===== config.mk =====
export PLATFORM = sky130hd
export DESIGN_NAME = button_request_queue
export DESIGN_NICKNAME = d
export VERILOG_FILES = /design/src/rtl/button_request_queue.sv
export SDC_FILE = /design/constraint.sdc
export NUM_CORES = 1
export LEC_CHECK = 0
export CAP_MARGIN = 5
export CORE_MARGIN = 3
export CORE_UTILIZATION = 60
export CTS_CLUSTER_DIAMETER = 200
export CTS_CLUSTER_SIZE = 40
export DETAILED_ROUTE_END_ITERATION = 16
export PLACE_DENSITY = 0.87
export REMOVE_ABC_BUFFERS = 1
export SYNTH_ARGS = -nofsm -noshare
export SYNTH_HDL_FRONTEND = slang
export SYNTH_SLANG_ARGS = --single-unit

===== constraint.sdc =====
create_clock -name i_clk -period 5.85 [get_ports i_clk]
set_clock_uncertainty 0.15 [all_clocks]
set_input_delay 1.4625 -clock i_clk [delete_from_list [all_inputs] [get_ports i_clk]]
set_output_delay 1.4625 -clock i_clk [all_outputs]
set_load 0.02 [all_outputs]

===== src/rtl/button_request_queue.sv =====
// button_request_queue
//   Upstream stage for the LED walker. Synchronises and debounces a raw
//   push-button and counts queued presses. It then issues one walk request
//   per press. Each request is held until the walker reports busy. The next
//   request waits until the walker has gone idle again, because the walker
//   samples its request only on its slow strobe and ignores it while busy.
//
// Ports
//   i_clk       system clock, all state on the rising edge
//   i_reset_n   asynchronous active-low reset
//   i_btn       raw push-button, asynchronous, active-high
//   i_busy      walker busy flag
//   o_request   registered walk request
//   o_pending   queued presses not yet issued
//   o_overflow  sticky: a press was dropped because the queue was full
//
// state     | meaning
// ----------+---------------------------------------------------------
// IDLE      | no request outstanding; take a queued press when not busy
// REQ       | o_request held high until the walker reports busy
// WAIT_DONE | walk in progress; wait for busy to drop

module button_request_queue #(
   parameter int DEBOUNCE_CYCLES = 120000,
   parameter int LGDEPTH         = 3
) (
   input  logic               i_clk,
   input  logic               i_reset_n,
   input  logic               i_btn,
   input  logic               i_busy,
   output logic               o_request,
   output logic [LGDEPTH-1:0] o_pending,
   output logic               o_overflow
);

   localparam int CW = (DEBOUNCE_CYCLES > 1) ? $clog2(DEBOUNCE_CYCLES) : 1;
   localparam logic [CW-1:0]      DB_LAST  = CW'(DEBOUNCE_CYCLES - 1);
   localparam logic [LGDEPTH-1:0] PEND_MAX = '1;

   typedef enum logic [1:0] {IDLE, REQ, WAIT_DONE} state_t;

   logic               r_sync1, r_sync2;
   logic               r_db, r_db_prev;
   logic [CW-1:0]      r_db_cnt;
   logic               r_press;
   logic [LGDEPTH-1:0] r_pending;
   logic               r_overflow;
   logic               r_request;
   state_t             r_state;
   state_t             w_state_next;
   logic               w_take;

   always_ff @(posedge i_clk or negedge i_reset_n) begin
      if (!i_reset_n) begin
         r_sync1 <= 1'b0;
         r_sync2 <= 1'b0;
      end else begin
         r_sync1 <= i_btn;
         r_sync2 <= r_sync1;
      end
   end

   // The counter only runs while the synced level disagrees with the
   // debounced level. It clears on the flip, so it tops out at DB_LAST
   // and never wraps.
   always_ff @(posedge i_clk or negedge i_reset_n) begin
      if (!i_reset_n) begin
         r_db     <= 1'b0;
         r_db_cnt <= '0;
      end else if (r_sync2 == r_db) begin
         r_db_cnt <= '0;
      end else if (r_db_cnt == DB_LAST) begin
         r_db     <= r_sync2;
         r_db_cnt <= '0;
      end else begin
         r_db_cnt <= r_db_cnt + 1'b1;
      end
   end

   always_ff @(posedge i_clk or negedge i_reset_n) begin
      if (!i_reset_n) begin
         r_db_prev <= 1'b0;
         r_press   <= 1'b0;
      end else begin
         r_db_prev <= r_db;
         r_press   <= r_db & ~r_db_prev;
      end
   end

   // A simultaneous press and take cancel out, so a full queue loses nothing.
   always_ff @(posedge i_clk or negedge i_reset_n) begin
      if (!i_reset_n) begin
         r_pending  <= '0;
         r_overflow <= 1'b0;
      end else if (r_press && !w_take) begin
         if (r_pending == PEND_MAX) begin
            r_overflow <= 1'b1;
         end else begin
            r_pending <= r_pending + 1'b1;
         end
      end else if (w_take && !r_press) begin
         r_pending <= r_pending - 1'b1;
      end
   end

   always_ff @(posedge i_clk or negedge i_reset_n) begin
      if (!i_reset_n) begin
         r_state   <= IDLE;
         r_request <= 1'b0;
      end else begin
         r_state   <= w_state_next;
         r_request <= (w_state_next == REQ);
      end
   end

   always_comb begin
      w_state_next = r_state;
      w_take       = 1'b0;
      case (r_state)
         IDLE: begin
            if ((r_pending != '0) && !i_busy) begin
               w_state_next = REQ;
               w_take       = 1'b1;
            end
         end
         REQ: begin
            if (i_busy) begin
               w_state_next = WAIT_DONE;
            end
         end
         WAIT_DONE: begin
            if (!i_busy) begin
               w_state_next = IDLE;
            end
         end
         default: w_state_next = IDLE;
      endcase
   end

   assign o_request  = r_request;
   assign o_pending  = r_pending;
   assign o_overflow = r_overflow;

endmodule


# [After elaboration in Yosys (flattened, before gate mapping)]
# Index checks and enable logic that the tools add are counted.
# Widths: inputs -> output; s select.
[op_classes] mux=11 eq_ne=7 reduce_logical=12 add_sub_neg=3 bitwise=3
[ops] cell="$mux 17" count=2
[ops] cell="$add 17x1->17 const B" count=1
[ops] cell="$eq 17x17->1 const B" count=1
[ops] cell="$mux 3" count=3
[ops] cell="$mux 2" count=3
[ops] cell="$pmux 2 s3" count=1
[ops] cell="$reduce_and 2->1" count=3
[ops] cell="$eq 2x1->1 const B" count=2
[ops] cell="$add 3x1->3 const B" count=1
[ops] cell="$eq 3x3->1 const B" count=1
[ops] cell="$logic_and 1x1->1" count=3
[ops] cell="$logic_not 1->1" count=3
[ops] cell="$reduce_bool 3->1" count=1
[ops] cell="$sub 3x1->3 const B" count=1
[ops] cell="$eq 2x2->1 const B" count=1
[ops] cell="$logic_not 2->1" count=1
[ops] cell="$mux 1" count=2
[ops] cell="$ne 2x2->1 const B" count=1
[ops] cell="$not 1->1" count=2
[ops] cell="$reduce_bool 2->1" count=1
[ops] cell="$and 1x1->1" count=1
[ops] cell="$eq 1x1->1" count=1
[totals] reg_bits=29 wordCells=46 input_bits=4 output_inout_bits=5

# [Logic depth before layout (Yosys ltp)]
[logic_depth] word_depth=8 depth_mapped=9

# [Worst setup path after synthesis]
# Ideal clock, no wire load.
[synth_timing] path_kind="input-to-reg" start="input port i_busy" end="register r_pending[1] (netlist: o_pending[1])" setup_time_ns=0.127 required_time_ns=5.573 arrival_time_ns=2.971 path_stages=7 slack_ns=2.601 n_path_buf=1 path_cell_list="or4_1 > buf_2 > nand2_1 > fa_1 > nor2b_1 > a211oi_1 > a21oi_1"
[synth_between] elab_chain_cells=8 word_cells_on_any_way=11
[synth_rtl] element="start: declaration" line_no="30" rtl="input logic i_busy,"
[synth_rtl] element="$logic_not 1->1 *"
[synth_rtl] element="$logic_and 1x1->1 *" line_no="121" rtl="if ((r_pending != '0) && !i_busy) begin"
[synth_rtl] element="$mux 1 *" line_no="121"
[synth_rtl] element="$mux 1 *" line_no="119" rtl="case (r_state)"
[synth_rtl] element="$logic_not 1->1" line_no="95" rtl="end else if (r_press && !w_take) begin"
[synth_rtl] element="$logic_and 1x1->1" line_no="95"
[synth_rtl] element="$ne 2x2->1 (no line) / $reduce_bool 2->1 (equally long branches)"
[synth_rtl] element="$reduce_and 2->1 (no line)"
[synth_rtl] element="end signal: assignment" line_no="99" rtl="r_pending <= r_pending + 1'b1;"
[synth_rtl] element="end signal: assignment" line_no="102" rtl="r_pending <= r_pending - 1'b1;"
[synth_rtl] element="end: declaration" line_no="46" rtl="logic [LGDEPTH-1:0] r_pending;"
# Every way passes the cells marked *; elsewhere a longest branch is shown, timed or not.
# A chain may end at the register's enable or synchronous reset.

# [Worst setup path in the final report]
# Same ends and word-level chain as after synthesis.

==> qor.txt <==
================================================================================
Count of hold-fix buffers inserted at cts .........................            0
Unique cell type count in the Yosys netlist .......................           36
Clock root buffer ................................................. sky130_fd_sc_hd__clkbuf_4
Number of stages on the worst hold path ...........................            0
Largest stage delay on the critical path ..........................      0.70 ns
Final worst-path setup slack ......................................      2.29 ns
Top Ports .........................................................            9
Wire length per cell after detailed routing .......................      13.7 um
Number of nets with antenna violations after routing ..............            0
Std-Cell Core Area ................................................    2080 um^2
Crit end category .................................................         flop
Nets@finish .......................................................          148
Clock tree from TritonCTS .........................................        built
Cell area after synthesis .........................................    1390 um^2
Type of the worst setup path ...................................... input port to flop
Area of all sequential standard cells .............................     726 um^2
Area delta synth->final ...........................................        9.34%
Maximum number of pins on one net before global-route repair ......           30
Number of standard cells after synthesis ..........................          134
Number of antenna violations at the first check in global routing .            0
Cells on worst reg2reg path .......................................            7
Placement Rows ....................................................           16
HP Class .......................................................... flop to flop
Critical path launch point type ...................................   input port
Fin. Hold Viols ...................................................            0
Pwr/cell area .....................................................  318 nW/um^2
Critical path peak fanout .........................................            9
Final max-slew violation count ....................................            0
Number of enable flip-flop cells after synthesis ..................            0
Fraction of the cycle the final worst path needs ..................        60.9%
Biggest area consumer among synthesized cells ..................... sky130_fd_sc_hd__dfrtp_1
Drt first-iter violations .........................................           17
Setup repair after global routing missed its margin ...............        false
Area of all placed cells without fillers ..........................    1520 um^2
Horiz. Die Dim ....................................................      54.2 um
Setup Buffers After CTS ...........................................            0
Cell-by-cell trace of the critical path ........................... clkdlybuf4s50_1 -> or4_1 -> nand2_1 -> fa_1 -> nor2b_1 -> a211oi_1 -> a21oi_1
Combined area of the multi-input logic cells ......................     614 um^2
Num CTS Buffers ...................................................            5
Main synth FF type ................................................ sky130_fd_sc_hd__dfrtp_1
Placed wire-length estimate .......................................      1610 um
Leakage ...........................................................     0.655 nW
Clk Latency, worst-skew pair ......................................      0.32 ns
Max transition margin .............................................        56.4%
Seq cells post-synth ..............................................           29
Filler cells ......................................................          163
DRC viols .........................................................            0
Highest achievable clock rate .....................................    0.281 GHz
Total placed instance area ........................................    1470 um^2
Starting utilization of the core area .............................        66.9%
Cell with the most instances after synthesis ...................... sky130_fd_sc_hd__dfrtp_1
Power consumption .................................................     0.484 mW
Wire length of the first global-routing pass ......................      3800 um
Slowest cell on the critical path ................................. sky130_fd_sc_hd__or4_1
GRT overflow ......................................................            0
Max-cap check violation count .....................................            0
Max Buffers Root-to-Sink ..........................................            2
Yosys top cell area share .........................................        52.1%
Vias after detailed routing .......................................          991
Clock-pin slew on the worst setup and hold paths ..................      0.08 ns
Per-instance average area after synthesis .........................    10.4 um^2
Share of post-route cells with drive strength above 1 .............        7.75%
Top post-synthesis cells by count ................................. sky130_fd_sc_hd__dfrtp_1 (29), sky130_fd_sc_hd__nor2_1 (16), sky130_fd_sc_hd__xor2_1 (14), sky130_fd_sc_hd__nand3_1 (9), sky130_fd_sc_hd__nand2_1 (8)
IR drop worst, VDD ................................................   0.000261 V
Yosys warning count ...............................................            0
# setup viols final ...............................................            0
Total Wirelength ..................................................      2320 um
Antenna diode count ...............................................            0
Post-cts sizing count .............................................            0
GR Util All Layers ................................................        18.7%
Final weighted congestion in routability-driven placement .........        0.786
Outcome ........................................................... finished clean
Via density .......................................................         5.86
Total negative setup slack ........................................         0 ns
Detailed-routing iteration count for the pre-antenna-repair pass ..            4
Count of buffers inserted at the top-level ports ..................            8
Final worst path period need ......................................      3.56 ns
Setup slack after placement .......................................      1.97 ns
# clock sinks .....................................................           29
Sequential fraction of the synthesis area .........................        52.1%
Measured slew at the worst slew-check pin .........................     0.655 ns
Maximum level of the CTS H-tree ...................................            2
Via count of the first global-routing pass ........................          880
Fraction of registers with async set/reset ........................         100%
Required arrival time at the worst endpoint .......................      5.90 ns
Arrival time of the worst setup path ..............................      3.61 ns
Height of the chip ................................................      54.2 um
Floorplan die area ................................................    2940 um^2
Dominant cells by area after synthesis ............................ sky130_fd_sc_hd__dfrtp_1 (52%), sky130_fd_sc_hd__xor2_1 (8.8%), sky130_fd_sc_hd__nor2_1 (4.3%)
================================================================================
-- critical path, delay by kind of cell --
kind                       cells  cell delay [ns]
and+or+nand+nor                3             1.01
buffers and inverters          1             0.46
adders and majority gates      1             0.43
AOI/OAI and AO/OA              2             0.25
-- cell usage in the layout (no fill, tap or decap), types with 2 or more instances in the layout --
cell type                         count
sky130_fd_sc_hd__nand3_1              9
sky130_fd_sc_hd__clkbuf_4             5
sky130_fd_sc_hd__dfrtp_1             29
sky130_fd_sc_hd__and4_1               2
sky130_fd_sc_hd__o21ai_0              3
sky130_fd_sc_hd__xnor2_1              2
sky130_fd_sc_hd__nor4_1               2
sky130_fd_sc_hd__and2_1               2
sky130_fd_sc_hd__a21oi_1              3
sky130_fd_sc_hd__clkdlybuf4s50_1      8
sky130_fd_sc_hd__nand4_1              7
sky130_fd_sc_hd__nor2_1              16
sky130_fd_sc_hd__or3_1                2
sky130_fd_sc_hd__nand2_1              8
sky130_fd_sc_hd__xor2_1              14
sky130_fd_sc_hd__or4_1                3
sky130_fd_sc_hd__inv_1                2
sky130_fd_sc_hd__and3_1               2
sky130_fd_sc_hd__nor2b_1              2
sky130_fd_sc_hd__nor3_1               3
-- per-layer routing --
layer / vias to the layer above / global-route usage [%] / part of all wire [%] / wire (um)
met5: - / 0 / 0 / 0
met4: 0 / 8.30 / 1.5 / 34
met3: 5 / 7.48 / 5.4 / 125
met2: 30 / 29.5 / 49 / 1150
met1: 470 / 22.4 / 44 / 1010
li1: 486 / - / - / -
-- logic make-up after synthesis --
family	count (synthesis)	share of synthesized area (%)
buf+inv	10	3.86
flops	29	52.1
fa+ha+maj	2	2.33
mux	1	0.808
xor+xnor	16	10.1
compound gates	13	6.10
simple gates	63	24.8
-- registers in the layout, summed over array words and instances, names as in the netlist --
name / flops
o_overflow: 1
r_db_prev: 1
r_sync2: 1
o_request: 1
r_db_cnt: 17
r_press: 1
r_sync1: 1
r_db: 1
r_state: 2
o_pending: 3
-- power by group --
group | leakage [nW] | total (mW) | switching (mW) | internal [mW]
Clock | 0.0314 | 0.121 | 0.0644 | 0.0566
Combinational | 0.237 | 0.109 | 0.0557 | 0.0535
Sequential | 0.387 | 0.254 | 0.0346 | 0.219
-- worst paths after layout --
check | end | from | slack (ns)
worst max-delay path | o_pending[1] | i_busy | 2.29
max in group asynchronous | o_overflow | i_reset_n | 3.93
worst min-delay path | r_sync2 | r_sync1 | 0.21
min in group asynchronous | r_state[1] | i_reset_n | 1.36
worst min register to register | r_sync2 | r_sync1 | 0.21
worst max register to register | o_pending[1] | o_pending[0] | 3.40
-- final cells by class --
cell class / count / area share (%)
tap: 27 / 2.22
clock buffer: 7 / 3.61
timing repair buffer: 9 / 5.75
multi-input combinational: 95 / 40.3
sequential: 29 / 47.6
inverter: 2 / 0.493
-- metrics by stage --
| step | hold WS [ns] | util, % | std cells |
|---|---|---|---|
| floorplan | 0.181 | - | 126 |
| global route | 0.215 | 73.2 | 169 |
| CTS | 0.211 | 73.2 | 169 |
| detailed placement | 0.192 | 70.6 | 162 |
| finish | 0.208 | 73.2 | 169 |
| global placement | 0.184 | 70.6 | 162 |
Power figures use the tool's default switching activity.
